[src/rtl/cache_pkg.sv]
// rtl/cache_pkg.sv - shared parameters and state type for the cache wordline controller
package cache_pkg;

  localparam int IDX_W  = 7;
  localparam int WSEL_W = 3;

  typedef enum logic [1:0] {
    IDLE  = 2'd0,
    FILL  = 2'd1,
    FLUSH = 2'd2
  } state_e;

endpackage

[src/rtl/cache_fill_wordline_ctrl_if.sv]
// rtl/cache_fill_wordline_ctrl_if.sv - controller <-> wordline block signal bundle
// master: cache controller side (drives requests, observes enables/status)
// slave : wordline controller side
//   requests : wr_en, wr_idx, wr_word, fill_start, fill_idx, mem_valid, flush
//   enables  : wordline, wordsel, tag_we
//   status   : valid, busy, fill_done, flush_done
interface cache_fill_wordline_ctrl_if #(
  parameter int IDX_W  = cache_pkg::IDX_W,
  parameter int WSEL_W = cache_pkg::WSEL_W
);
  localparam int LINES = 1 << IDX_W;
  localparam int WORDS = 1 << WSEL_W;

  logic              wr_en;
  logic [IDX_W-1:0]  wr_idx;
  logic [WSEL_W-1:0] wr_word;
  logic              fill_start;
  logic [IDX_W-1:0]  fill_idx;
  logic              mem_valid;
  logic              flush;
  logic [LINES-1:0]  wordline;
  logic [WORDS-1:0]  wordsel;
  logic              tag_we;
  logic [LINES-1:0]  valid;
  logic              busy;
  logic              fill_done;
  logic              flush_done;

  modport master (
    output wr_en, wr_idx, wr_word, fill_start, fill_idx, mem_valid, flush,
    input  wordline, wordsel, tag_we, valid, busy, fill_done, flush_done
  );

  modport slave (
    input  wr_en, wr_idx, wr_word, fill_start, fill_idx, mem_valid, flush,
    output wordline, wordsel, tag_we, valid, busy, fill_done, flush_done
  );

endinterface

[src/rtl/onehot_decoder.sv]
// rtl/onehot_decoder.sv - enable-gated shift decoder, sel -> one-hot of width N
// en_i     : when low the output is all-zero
// sel_i    : bit position to set
// onehot_o : 1 << sel_i, or zero
module onehot_decoder #(
  parameter int N     = 128,
  parameter int SEL_W = $clog2(N)
) (
  input  logic             en_i,
  input  logic [SEL_W-1:0] sel_i,
  output logic [N-1:0]     onehot_o
);

  localparam logic [N-1:0] ONE = N'(1);

  assign onehot_o = en_i ? (ONE << sel_i) : '0;

endmodule

[src/rtl/cache_fill_wordline_ctrl.sv]
// rtl/cache_fill_wordline_ctrl.sv - wordline/wordsel decode, block fill sequencing, flush sweep, valid bits
// clk : rising-edge clock
// rst : asynchronous active-high reset
// bus : slave side of cache_fill_wordline_ctrl_if (requests in, enables/status out)
module cache_fill_wordline_ctrl #(
  parameter int IDX_W  = cache_pkg::IDX_W,
  parameter int WSEL_W = cache_pkg::WSEL_W
) (
  input  logic                      clk,
  input  logic                      rst,
  cache_fill_wordline_ctrl_if.slave bus
);
  import cache_pkg::*;

  localparam int LINES = 1 << IDX_W;
  localparam int WORDS = 1 << WSEL_W;

  state_e            state_q, state_d;
  logic [WSEL_W-1:0] beat_q, beat_d;
  logic [IDX_W-1:0]  sweep_q, sweep_d;
  logic [IDX_W-1:0]  idx_q, idx_d;
  logic [LINES-1:0]  valid_q, valid_d;
  logic              fill_done_q, fill_done_d;
  logic              flush_done_q, flush_done_d;

  logic              line_en, word_en, tag_we;
  logic [IDX_W-1:0]  line_sel;
  logic [WSEL_W-1:0] word_sel;
  logic [LINES-1:0]  wordline;
  logic [WORDS-1:0]  wordsel;

  always_ff @(posedge clk or posedge rst) begin
    if (rst) begin
      state_q      <= IDLE;
      beat_q       <= '0;
      sweep_q      <= '0;
      idx_q        <= '0;
      valid_q      <= '0;
      fill_done_q  <= 1'b0;
      flush_done_q <= 1'b0;
    end else begin
      state_q      <= state_d;
      beat_q       <= beat_d;
      sweep_q      <= sweep_d;
      idx_q        <= idx_d;
      valid_q      <= valid_d;
      fill_done_q  <= fill_done_d;
      flush_done_q <= flush_done_d;
    end
  end

  always_comb begin
    state_d      = state_q;
    beat_d       = beat_q;
    sweep_d      = sweep_q;
    idx_d        = idx_q;
    valid_d      = valid_q;
    fill_done_d  = 1'b0;
    flush_done_d = 1'b0;
    line_en      = 1'b0;
    line_sel     = idx_q;
    word_en      = 1'b0;
    word_sel     = beat_q;
    tag_we       = 1'b0;

    unique case (state_q)
      IDLE: begin
        if (bus.flush) begin
          sweep_d = '0;
          state_d = FLUSH;
        end else if (bus.fill_start) begin
          // Line goes invalid now so a fill aborted by reset never leaves stale data marked valid.
          idx_d                 = bus.fill_idx;
          beat_d                = '0;
          valid_d[bus.fill_idx] = 1'b0;
          state_d               = FILL;
        end else if (bus.wr_en) begin
          line_en  = 1'b1;
          line_sel = bus.wr_idx;
          word_en  = 1'b1;
          word_sel = bus.wr_word;
        end
      end

      FILL: begin
        if (bus.mem_valid) begin
          line_en = 1'b1;
          word_en = 1'b1;
          beat_d  = beat_q + 1'b1;
          if (&beat_q) begin
            tag_we         = 1'b1;
            valid_d[idx_q] = 1'b1;
            fill_done_d    = 1'b1;
            state_d        = IDLE;
          end
        end
      end

      FLUSH: begin
        line_en          = 1'b1;
        line_sel         = sweep_q;
        tag_we           = 1'b1;
        valid_d[sweep_q] = 1'b0;
        sweep_d          = sweep_q + 1'b1;
        if (&sweep_q) begin
          flush_done_d = 1'b1;
          state_d      = IDLE;
        end
      end

      default: state_d = IDLE;
    endcase
  end

  // Gating the enables with rst keeps the arrays untouched for the whole reset pulse.
  onehot_decoder #(.N(LINES), .SEL_W(IDX_W)) u_line_dec (
    .en_i     (line_en & ~rst),
    .sel_i    (line_sel),
    .onehot_o (wordline)
  );

  onehot_decoder #(.N(WORDS), .SEL_W(WSEL_W)) u_word_dec (
    .en_i     (word_en & ~rst),
    .sel_i    (word_sel),
    .onehot_o (wordsel)
  );

  assign bus.wordline   = wordline;
  assign bus.wordsel    = wordsel;
  assign bus.tag_we     = tag_we & ~rst;
  assign bus.valid      = valid_q;
  assign bus.busy       = (state_q != IDLE);
  assign bus.fill_done  = fill_done_q;
  assign bus.flush_done = flush_done_q;

  a_onehot_wordline : assert property (@(posedge clk) disable iff (rst) $onehot0(wordline));
  a_onehot_wordsel  : assert property (@(posedge clk) disable iff (rst) $onehot0(wordsel));

endmodule

[src/flat_wrapper.sv]
// flat-port wrapper written by rule: the top's interface ports become plain ports
module cache_fill_wordline_ctrl_flat import cache_pkg::*;
#(
  parameter int IDX_W  = cache_pkg::IDX_W,
  parameter int WSEL_W = cache_pkg::WSEL_W
)
  (clk, rst, bus_wr_en, bus_wr_idx, bus_wr_word, bus_fill_start, bus_fill_idx, bus_mem_valid, bus_flush, bus_wordline, bus_wordsel, bus_tag_we, bus_valid, bus_busy, bus_fill_done, bus_flush_done);
  cache_fill_wordline_ctrl_if #(.IDX_W(IDX_W), .WSEL_W(WSEL_W)) bus_i ();
  input  logic clk;
  input  logic rst;
  input wire logic [$bits(bus_i.wr_en)-1:0] bus_wr_en;
  input wire logic [$bits(bus_i.wr_idx)-1:0] bus_wr_idx;
  input wire logic [$bits(bus_i.wr_word)-1:0] bus_wr_word;
  input wire logic [$bits(bus_i.fill_start)-1:0] bus_fill_start;
  input wire logic [$bits(bus_i.fill_idx)-1:0] bus_fill_idx;
  input wire logic [$bits(bus_i.mem_valid)-1:0] bus_mem_valid;
  input wire logic [$bits(bus_i.flush)-1:0] bus_flush;
  output wire logic [$bits(bus_i.wordline)-1:0] bus_wordline;
  output wire logic [$bits(bus_i.wordsel)-1:0] bus_wordsel;
  output wire logic [$bits(bus_i.tag_we)-1:0] bus_tag_we;
  output wire logic [$bits(bus_i.valid)-1:0] bus_valid;
  output wire logic [$bits(bus_i.busy)-1:0] bus_busy;
  output wire logic [$bits(bus_i.fill_done)-1:0] bus_fill_done;
  output wire logic [$bits(bus_i.flush_done)-1:0] bus_flush_done;
  assign bus_i.wr_en = bus_wr_en;
  assign bus_i.wr_idx = bus_wr_idx;
  assign bus_i.wr_word = bus_wr_word;
  assign bus_i.fill_start = bus_fill_start;
  assign bus_i.fill_idx = bus_fill_idx;
  assign bus_i.mem_valid = bus_mem_valid;
  assign bus_i.flush = bus_flush;
  assign bus_wordline = bus_i.wordline;
  assign bus_wordsel = bus_i.wordsel;
  assign bus_tag_we = bus_i.tag_we;
  assign bus_valid = bus_i.valid;
  assign bus_busy = bus_i.busy;
  assign bus_fill_done = bus_i.fill_done;
  assign bus_flush_done = bus_i.flush_done;
  cache_fill_wordline_ctrl #(.IDX_W(IDX_W), .WSEL_W(WSEL_W)) u_core (.clk(clk), .rst(rst), .bus(bus_i));
endmodule
[config.mk]
export PLATFORM = sky130hd
export DESIGN_NAME = cache_fill_wordline_ctrl_flat
export DESIGN_NICKNAME = d
export VERILOG_FILES = /design/src/rtl/cache_pkg.sv /design/src/rtl/cache_fill_wordline_ctrl_if.sv /design/src/rtl/onehot_decoder.sv /design/src/rtl/cache_fill_wordline_ctrl.sv /design/src/flat_wrapper.sv
export SDC_FILE = /design/constraint.sdc
export NUM_CORES = 1
export LEC_CHECK = 0
export ABC_AREA = 1
export BUFFER_PORTS_ARGS = -buffer_cell sky130_fd_sc_hd__buf_2
export CAP_MARGIN = 20
export CORE_UTILIZATION = 25
export DETAILED_ROUTE_END_ITERATION = 12
export PLACE_DENSITY = 0.53
export SYNTH_ARGS = -nofsm -noshare
export SYNTH_HDL_FRONTEND = slang
export SYNTH_HIERARCHICAL = 1
export SYNTH_SLANG_ARGS = --single-unit
[constraint.sdc]
create_clock -name clk -period 7 [get_ports clk]
set_input_delay 1.4 -clock clk [delete_from_list [all_inputs] [get_ports clk]]
set_output_delay 1.4 -clock clk [all_outputs]
set_load 0.01 [all_outputs]
==> results.py <==
metrics = {
    "critical_path": {
        "worst-path-buf-inv": 5,
        "cp-start-kind": "primary input",
        "crit_path_end_kind": "primary output",
        "arrival_ns": 4.47,
        "cp_top_family": "buffers and inverters",
        "cpPeakStageDelay_ns": 0.71,
        "crit_fanout": 41,
        "crit_type": "primary input to primary output",
        "crit_chain": "buf_2 > inv_1 > nand2_1 > nor2_2 > nand2_1 > nand2_1 > o221ai_4 > inv_1 > buf_4 > nand4_1 > nor2_1 > buf_2",
        "critPathRequiredTime_ns": 5.60,
        "critPathSlowestCell": "inv_1",
        "cpMostUsedCell": "nand2_1",
    },
    "route": {
        "wl_per_cell_um": 19.1,
        "antenna_left": 0,
        "drt_wl_total_um": 43400,
        "drt_iter0_drc": 1145,
        "vias_per_cell": 4.90,
        "routed-via-count": 11100,
        "remaining_drc_errors": 0,
        "firstDrtPassIters": 5,
    },
    "sta": {
        "final_critical_path_setup_slack_ns": 1.13,
        "setup_viol": 0,
        "drv_slew": 0,
        "skew_ns": 0.0203,
        "rsz0062_at_grt": "false",
        "fmax_ghz": 0.170,
        "hold_viol_final": 0,
        "slew_headroom": 0.276,
        "worstMarginPinSlew_ns": 1.09,
        "period_minus_slack_ns": 5.87,
        "finalSetupTns_ns": 0,
        "period_share": 0.839,
    },
    "yosys": {
        "synth_ff_type": "dfrtp_1",
        "ys_top_cells_by_area": "dfrtp_1, nand2_1, o21ai_0",
        "async_flop_share": 1.00,
        "netlist_instances": 1494,
        "ys_warn_count": 6,
        "ys_seq_area_frac": 0.386,
        "yosysTopAreaCell": "dfrtp_1",
        "yosysTopAreaCellShare": 0.386,
        "syn-cell-area_um2": 9660,
        "ys_ff_latch": 149,
        "syn_area_per_cell_um2": 6.47,
        "synth_nets": 1524,
        "synth.most_common_cell": "nand2_1",
        "synthDistinctLibCells": 34,
        "synth_commonest_cells": "nand2_1, nor2_1, o21ai_0",
        "synth_edf_count": 0,
    },
    "global_route": {
        "grt_max_degree": 98,
        "grt_overflow": 0,
        "first_global_vias": 10100,
        "antenna_found_initial": 4,
        "grt_pass1_wl_um": 63300,
        "grtUsageTotal": 0.215,
    },
    "place": {
        "dp_slack_ns": 1.17,
        "place.gp.congestion": 0.968,
        "placed_cell_area_um2": 11500,
        "dp_hpwl_um": 31600,
        "io_buffers": 290,
    },
    "clock_tree": {
        "cts_max_level": 4,
        "clock-sinks": 149,
        "post_cts_buffers": 0,
        "cts.clk_slew.worst_paths_ns": 0.06,
        "cts_buffers": 17,
        "cts_hold_buf": 0,
        "root_buffer": "clkbuf_16",
        "ctsLongestPathBuffers": 2,
        "cts_tree": "built",
        "clk_latency_ns": 0.45,
        "post_cts_resized": 0,
    },
    "power_and_ir_drop": {
        "leakage_nw": 5.72,
        "p_per_area_nw_per_um2": 315,
        "vdd_drop_max_mv": 0.264,
    },
    "run": {
        "max_cap_viol_count": 0,
    },
    "floorplanning": {
        "fp-row-count": 71,
        "die_w_um": 199,
        "die_area_um2": 39400,
        "core_area_um2": 37800,
        "start_util": 0.255,
        "io_pins": 291,
        "die_y_um": 199,
    },
    "finish": {
        "design_area_um2": 12200,
        "multi_input_area_um2": 5240,
        "seqCellArea_um2": 3730,
        "nFillCells": 4240,
        "drive_gt1_frac": 0.212,
        "nets": 1772,
        "area_delta_synth_final_pct": 26.0,
    },
    "run_status": {
        "status": "finished clean",
    },
    "min_path": {
        "min_path_type": "flop to flop",
    },
}
## worst paths after layout
path	start	endpoint	slack (ns)	cells past startpoint
min in group asynchronous	rst	u_core/bus.valid[124]$_DFFE_PP0P_	1.02	2
min	u_core/bus.valid[112]$_DFFE_PP0P_	u_core/bus.valid[112]$_DFFE_PP0P_	0.49	2
min reg2reg	u_core/bus.valid[112]$_DFFE_PP0P_	u_core/bus.valid[112]$_DFFE_PP0P_	0.49	2
max reg2reg	u_core/state_q[1]$_DFFE_PP0P_	u_core/bus.valid[14]$_DFFE_PP0P_	4.13	11
max	bus_fill_start	bus_wordline[23]	1.13	12
max in group asynchronous	rst	u_core/bus.valid[79]$_DFFE_PP0P_	4.68	3
## layer usage
layer  vias up  GRT usage  part of all wire
met5         -          0           0.00053
met4         4     0.0481             0.015
met3        45     0.0390             0.075
met2       437      0.359              0.48
met1      5270      0.286              0.43
li1       5356          -                 -
## tightest hold or removal path: stages (launching register included)
cell	delay, ns
dfrtp_1	0.34
nand2_1	0.05
o21ai_0	0.06
## layout make-up
class                           instances  area share
Multi-Input combinational cell       1175       0.430
Sequential cell                       149       0.306
Timing Repair Buffer                  300       0.127
Tap cell                              511      0.0525
Clock buffer                           17      0.0349
Inverter                               99      0.0310
Clock inverter                         15      0.0171
Antenna cell                            3    0.000617
## through the flow
| step | total power, mW | utilization | std cells | hold WS, ns |
|---|---|---|---|---|
| finish | 3.84 | 0.322 | 2269 | 0.485 |
| global route | 4.06 | 0.322 | 2266 | 0.500 |
| floorplan | 2.28 | - | 1494 | 0.496 |
| global placement | 2.80 | 0.304 | 2232 | 0.470 |
| CTS | 3.83 | 0.320 | 2264 | 0.491 |
| detailed placement | 2.83 | 0.304 | 2232 | 0.474 |
## where the power goes
part | internal, mW | switching, mW
Sequential | 1.02 | 0.148
Clock | 0.550 | 0.448
Combinational | 0.378 | 1.29
Total | 1.95 | 1.89
## state kept, by name (all words and copies together) (netlist names)
register / count
u_core/beat_q: 3
u_core/bus.fill_done: 1
u_core/bus.flush_done: 1
u_core/bus.valid: 128
u_core/idx_q: 7
u_core/state_q: 2
u_core/sweep_q: 7
## cells in the final DEF (no fill, tap or decap), drive strengths merged
| master | n |
|---|---|
| nand4 | 40 |
| inv | 105 |
| dfrtp | 149 |
| nand3 | 49 |
| buf | 300 |
| o21ai | 237 |
| ha | 7 |
| o221ai | 6 |
| nand2 | 546 |
| or2 | 1 |
| a21oi | 33 |
| mux2 | 1 |
| clkinv | 5 |
| bufinv | 2 |
| clkbuf | 17 |
| o21bai | 1 |
| a31oi | 1 |
| clkinvlp | 2 |
| o21a | 2 |
| o211ai | 1 |
| nor2 | 207 |
| nor3 | 43 |
| diode | 3 |
## logic make-up after synthesis
| group | count (synthesis) | share of synthesized area |
|---|---|---|
| adders and majority gates | 7 | 0.00907 |
| and+or+nand+nor | 886 | 0.378 |
| muxes | 1 | 0.00117 |
| DFF | 149 | 0.386 |
| buffers and inverters | 170 | 0.0758 |
| AOI/OAI and AO/OA | 281 | 0.150 |
Note: power is estimated with default switching activity, not from simulation.
